===== src/rtl/seq_detect_mealy_p.sv =====
// -----------------------------------------------------------------------------
// seq_detect_mealy_p
// Serial pattern detector built as a Mealy FSM. The state is the length of the
// longest suffix of the consumed bits that is also a proper prefix of PATTERN.
// The PATTERN MSB is the first bit received. The full transition table, which
// includes the KMP-style failure transitions, is computed from PATTERN at
// elaboration time.
//
// Ports
//   clk        in   1          rising-edge clock
//   rst        in   1          synchronous active-high reset
//   x          in   1          serial data bit
//   x_valid    in   1          x is consumed this cycle; state holds when low
//   clr_cnt    in   1          synchronous clear of match_cnt only
//   y          out  1          combinational match flag (same cycle as last bit)
//   y_q        out  1          y delayed by one clock
//   match_cnt  out  CNT_W      saturating count of matches
//   state      out  clog2(N)   current FSM state (debug)
// -----------------------------------------------------------------------------
`timescale 1ns/1ps

module seq_detect_mealy_p #(
  parameter int             N       = 4,
  parameter logic [N-1:0]   PATTERN = 4'b1011,
  parameter bit             OVERLAP = 1'b1,
  parameter int             CNT_W   = 8
) (
  input  logic                 clk,
  input  logic                 rst,
  input  logic                 x,
  input  logic                 x_valid,
  input  logic                 clr_cnt,
  output logic                 y,
  output logic                 y_q,
  output logic [CNT_W-1:0]     match_cnt,
  output logic [$clog2(N)-1:0] state
);

  localparam int SW = $clog2(N);
  // The table covers every code the state register can hold, so the lookup
  // never goes out of range. Codes >= N are unreachable and map to S0.
  localparam int NS = 1 << SW;

  typedef logic [SW-1:0] state_t;

  localparam state_t     LAST    = SW'(N - 1);
  localparam logic [CNT_W-1:0] CNT_MAX = {CNT_W{1'b1}};

  // Next state after consuming bit b in state s. The result is the longest
  // proper prefix of PATTERN (length < N) that is a suffix of
  // (first s pattern bits, b). When the pattern completes, this gives the
  // border length, which is the correct overlap restart point.
  function automatic int kmp_next(input int s, input logic b);
    logic [N-1:0] seq;
    int           len;
    int           best;
    logic         ok;
    seq = '0;
    for (int i = 0; i < N; i++) begin
      if (i < s) seq[i] = PATTERN[N-1-i];
    end
    seq[s] = b;
    len  = s + 1;
    best = 0;
    for (int k = 1; k < N; k++) begin
      if (k <= len) begin
        ok = 1'b1;
        for (int j = 0; j < N; j++) begin
          if (j < k) begin
            if (seq[len-k+j] != PATTERN[N-1-j]) ok = 1'b0;
          end
        end
        if (ok) best = k;
      end
    end
    return best;
  endfunction

  state_t w_nxt0 [NS];
  state_t w_nxt1 [NS];

  for (genvar gi = 0; gi < NS; gi++) begin : g_tbl
    if (gi < N) begin : g_live
      assign w_nxt0[gi] = SW'(kmp_next(gi, 1'b0));
      assign w_nxt1[gi] = SW'(kmp_next(gi, 1'b1));
    end else begin : g_dead
      assign w_nxt0[gi] = '0;
      assign w_nxt1[gi] = '0;
    end
  end

  state_t           r_state;
  logic             r_y_q;
  logic [CNT_W-1:0] r_cnt;

  logic   w_match;
  state_t w_state_next;

  // Reset masks the match so that no bit is consumed while rst is high.
  assign w_match = !rst && x_valid && (r_state == LAST) && (x == PATTERN[0]);

  always_comb begin
    w_state_next = x ? w_nxt1[r_state] : w_nxt0[r_state];
    // Without overlap, a completed pattern always restarts from scratch.
    if (w_match && !OVERLAP) w_state_next = '0;
  end

  always_ff @(posedge clk) begin
    if (rst) begin
      r_state <= '0;
      r_y_q   <= 1'b0;
      r_cnt   <= '0;
    end else begin
      r_y_q <= w_match;
      if (x_valid) r_state <= w_state_next;
      // Clear takes priority over a coincident match.
      if (clr_cnt)                          r_cnt <= '0;
      else if (w_match && r_cnt != CNT_MAX) r_cnt <= r_cnt + 1'b1;
    end
  end

  assign y         = w_match;
  assign y_q       = r_y_q;
  assign match_cnt = r_cnt;
  assign state     = r_state;

endmodule

===== config.mk =====
export PLATFORM = sky130hd
export DESIGN_NAME = seq_detect_mealy_p
export DESIGN_NICKNAME = d
export VERILOG_FILES = /design/src/rtl/seq_detect_mealy_p.sv
export SDC_FILE = /design/constraint.sdc
export NUM_CORES = 1
export LEC_CHECK = 0
export CAP_MARGIN = 0
export CORE_MARGIN = 4
export CORE_UTILIZATION = 40
export DETAILED_ROUTE_END_ITERATION = 8
export GPL_ROUTABILITY_DRIVEN = 0
export GPL_TIMING_DRIVEN = 1
export PLACE_DENSITY = 0.7
export SYNTH_ARGS = -nofsm -noshare
export SYNTH_HDL_FRONTEND = slang
export SYNTH_SLANG_ARGS = --single-unit

===== constraint.sdc =====
create_clock -name clk -period 1.9 [get_ports clk]
set_input_delay 0.38 -clock clk [delete_from_list [all_inputs] [get_ports clk]]
set_output_delay 0.38 -clock clk [all_outputs]
set_load 0.1 [all_outputs]

======== After elaboration in Yosys (flattened, before gate mapping) ========
Cells that the tools add are included.
operators by class
  $add $sub $neg .......................... 1
  multiply operators ...................... 0
  div/mod/pow operators ................... 0
  magnitude comparators ................... 1
  equal/unequal tests ..................... 2
  shift-type cells ........................ 0
  mux-type cells .......................... 7
  bitwise gates (word level) .............. 1
  reduce and logical (&&, ||, !) cells .... 6
operator list
  operator               number
  $mux W2                5
  $add A8 B1 Y8 const B  1
  $bmux W2 S2            2
  $ne A8 B8 Y1 const B   1
  $logic_and A1 B1 Y1    4
  $ge A3 B3 Y1 const B   1
  $not A2 Y3             1
  $eq A2 B2 Y1 const B   1
  $reduce_or A2 Y1       1
  $logic_not A1 Y1       1
storage, ports and cells
  flip-flop bits (word level) ............. 11
  bits in latches ......................... 0
  bits in writable memories ............... 0
  bits in read-only memories .............. 0
  output and inout bits ................... 12
  word-level logic and storage cells ...... 21
  memories kept ........................... 0

======== Depth between registers and ports, before layout ========
  depth after elaboration ................. 5
  depth in mapped cells ................... 5
  depth with buffers taken out ............ 5

======== Worst setup path before layout ========
No wires, ideal clock.
  kind .................................... reg2reg
  from .................................... register r_state[0], in the netlist state[0]
  to ...................................... register r_cnt[4], in the netlist match_cnt[4]
  setup time .............................. 0.087 ns
  data arrival time ....................... 3.016 ns
  required time ........................... 1.813 ns
  path slack .............................. -1.203 ns
  stages on the path, launching flop included .. 5
  buffers on the path ..................... 0
  period minus slack after synthesis ...... 3.103 ns
  cells stage by stage .................... dfxtp_1 -> nand4_4 -> nor2_1 -> a21oi_1 -> a211oi_1
between the ends
  longest elaborated chain between the ends .. 4
RTL lines
  what                              RTL line  RTL
  from (decl)                       92        state_t r_state;
  from (signal assigned)            115       if (x_valid) r_state <= w_state_next;
  $eq A2 B2 Y1                      100       assign w_match = !rst && x_valid && (r_state == LAST) && (x == PATTERN[0]);
  $logic_and A1 B1 Y1 (2 in a row)  100
  via y                             33        output logic y,
  $logic_and A1 B1 Y1               118       else if (w_match && r_cnt != CNT_MAX) r_cnt <= r_cnt + 1'b1;
  to (signal assigned)              118
  to (decl)                         94        logic [CNT_W-1:0] r_cnt;
The timed path passes the listed nets, and every way through them passes these cells.
A chain may end at the register's enable or synchronous reset.

======== Worst setup path in the final report ========
  from .................................... input x
  to ...................................... output y
between the ends
  longest elaborated chain between the ends .. 1
RTL lines
  what                 RTL line  RTL
  from (decl)          30        input logic x,
  $logic_and A1 B1 Y1  100
  to (decl)            33
No other way between the ends.

==> summary.md <==
| Metric | Value |
|---|---|
| Final hold viol count | 0 |
| Rel. slew slack | 70.0% |
| Element type at the critical path end | output port |
| H-Tree Depth | 1 |
| Drt total wl | ~1.4 mm |
| Clock sinks | 11 |
| Mapped Nets | 67 |
| CP Data Required Time | between 1.5 and 2 ns |
| Drt initial violations | 12 |
| Post-synth EDFFs | 0 |
| Fill count | roughly 110 |
| Vias after detailed routing | between 500 and 600 |
| Ys flop type | dfxtp_1 |
| CTS buffer count | 3 |
| Cell Count, Final, Fillers Out | 100 |
| Startpoint Class | input port |
| GRT overflow | 0 |
| Diodes inserted | 0 |
| Clock power frac | 36.6% |
| Pwr Density | about 510 nW/µm² |
| Buffer depth of the longest clock path | 2 |
| Final setup skew | 0.00452 ns |
| Site Rows | 13 |
| Core ar. | roughly 1300 µm² |
| Area after DPL | about 820 µm² |
| Sequential element share of the synthesized area | 40.6% |
| Pre-CTS WS | -0.0948 ns |
| Final Cycle Share | a little over nine tenths |
| Mapped Area | 543 µm² |
| WHS | about 0.54 ns |
| Critical Path Max Stage Delay | roughly 0.55 ns |
| Combinational share of power | 10.4% |
| Router iterations before antenna repair | 4 |
| Unrepaired setup endpoints after global routing | false |
| Synth top area share | between 40% and 50% |
| Fin crit period | ~1.9 ns |
| Final setup viols | 0 |
| Gr usage total | roughly 16% |
| DRC | 0 |
| Largest net degree at the start of global routing | 10 |
| Switching part of the total | 25.1% |
| Asr flop ratio synth | 0% |
| Area leader, netlist | dfxtp_1 |
| DIE WIDTH | 44.8 µm |
| Leakage | 0.333 nW |
| DR WL/cell | 14.1 µm |
| Post-route ant nets | 0 |
| CTS tree | done |
| Synth warn | 0 |
| Worst Hold Class | reg2reg |
| Initial Util | between 40% and 50% |
| Final WS setup | between 0.04 and 0.05 ns |
| Util after Layout | between 60% and 70% |
| Worst-Margin Slew | approximately 0.45 ns |
| R2r setup slk | 0.28 ns |
| Register share of total power | 53.0% |
| Internal | around 0.33 mW |
| Placed insts | 93 |
| Die Ht | between 40 and 50 µm |
| Mapped Avg Cell Area | between 8 and 9 µm² |
| Register bit total from synthesis | 11 |
| Post-synth cell types | 26 |
| Fin area | a little under 900 µm² |
| Critical Path AT | roughly 1.5 ns |
| Nets | just over 90 |
| Post-DP HPWL | roughly 980 µm |
| First-pass GRT wire length | about 2.2 mm |
| Die footprint | about 2000 µm² |
| Max_cap viols | 0 |
| Buffers added on ports | 16 |
| Most frequent cell after synthesis | dfxtp_1 |
| Cell Chain, Critical Path | clkdlybuf4s50_1 -> nand4_4 -> nor2_4 -> buf_12 |
| Slew Limit Fails | 0 |
| FMAX | 538 MHz |
| Kind of critical path | in2out |
| Psw | about 0.11 mW |
| Number of global-route vias before repair | approximately 540 |
| Crit path max-delay cell type | clkdlybuf4s50_1 |
| Share of cells above drive strength 1 | between 40% and 50% |
| CP max FO | 5 |
| Initial antenna violation count | 0 |
| I/O pin cnt | 17 |
| Vias per std cell | approximately 5.4 |
| Outcome | complete, no violations |
| Synth area leaders | dfxtp_1, nor2_1, mux2i_1, nand4_4, nor4_1 |
| Clk_lat worst skew | between 0.2 and 0.3 ns |
| Synth Instances | 61 |
| CTS root buf | clkbuf_4 |
| Synth-to-layout area growth | 60.8% |
| Maximum VDD drop | between 0.3 and 0.4 mV |
| Clock Pin Slew Worst Setup and Hold Paths | roughly 0.070 ns |
| Most frequent cells after synthesis | dfxtp_1, nor2_1, nand2_1 |
==> worst paths after layout <==
path / cells past startpoint / endpoint / from
max: 4 / y / x
min: 1 / match_cnt[4]$_SDFFE_PP0P_ / match_cnt[4]$_SDFFE_PP0P_
max reg2reg: 5 / match_cnt[1]$_SDFFE_PP0P_ / match_cnt[0]$_SDFFE_PP0P_
min reg2reg: 1 / match_cnt[4]$_SDFFE_PP0P_ / match_cnt[4]$_SDFFE_PP0P_
==> power by group through the flow <==
stage,Sequential [mW],Clock [mW],Combinational (mW)
2_1_floorplan,0.253,0,0.0122
4_1_cts,0.236,0.167,0.0461
3_5_place_dp,0.241,0,0.0459
3_3_place_gp,0.241,0,0.0452
5_1_grt,0.236,0.175,0.0484
6_report,0.236,0.163,0.0462
==> stage by stage <==
stage	total power [mW]	TNS [ns]
finish	0.445	0
global route	0.459	0
CTS	0.449	0
detailed placement	0.287	-0.132
global placement	0.286	-0.0268
floorplan	0.265	0
==> per-layer routing <==
metal | part of all wire (%) | track usage, % | vias up
met5 | 0 | 0 | -
met4 | 1.6 | 7.02 | 0
met3 | 6.3 | 6.37 | 2
met2 | 50 | 26.4 | 17
met1 | 42 | 16.9 | 254
li1 | - | - | 267
==> cells in the final DEF (no fill, tap or decap), drive strengths merged, types with 2 or more instances in the layout <==
master         instances
clkbuf                 4
a211oi                 3
nor4                   3
and3                   2
buf                   18
a21oi                  3
dfxtp                 11
nand2                  4
inv                    2
nand3                  3
nor2                  10
nand4                  3
mux2i                  3
clkdlybuf4s50          4
==> repair_timing <==
action | 4_1_cts | 5_1_grt
gates resized for setup | 0 | 0
setup buffers | 0 | 3
hold endpoints to repair | 0 | 0
endpoints found under the setup margin | 0 | 1
hold buffers | 0 | 0
==> cells by family (layout without fill, tap and decap cells) <==
| kind of cell | count (synthesis) | count (layout) | share of synthesized area (%) |
|---|---|---|---|
| AOI/OAI and AO/OA | 10 | 10 | 13.1 |
| xor gates and xnor gates | 1 | 1 | 1.61 |
| adders and majority gates | 1 | 1 | 2.30 |
| buffers and inverters | 4 | 28 | 3.23 |
| DFF | 11 | 11 | 40.6 |
| muxes | 4 | 4 | 7.60 |
| and+or+nand+nor | 30 | 30 | 31.6 |
==> layout make-up <==
type                            count  area (µm²)  share of cell area [%]
Multi-Input combinational cell     46         313                    35.8
Timing Repair Buffer               22         275                    31.5
Sequential cell                    11         233                    26.6
Clock buffer                        4        26.3                    3.01
Tap cell                           15        18.8                    2.15
Inverter                            2        7.51                   0.860
==> critical path, delay by kind of cell <==
kind / cells / cell delay [ns]
AND/OR/NAND/NOR: 2 / 0.36
buffers and inverters: 2 / 0.74
==> registers in the layout, summed over array words and instances, names as in the netlist <==
| register | flops |
|---|---|
| state | 2 |
| y_q | 1 |
| match_cnt | 8 |
No activity file was read; power rests on OpenSTA's default activity.
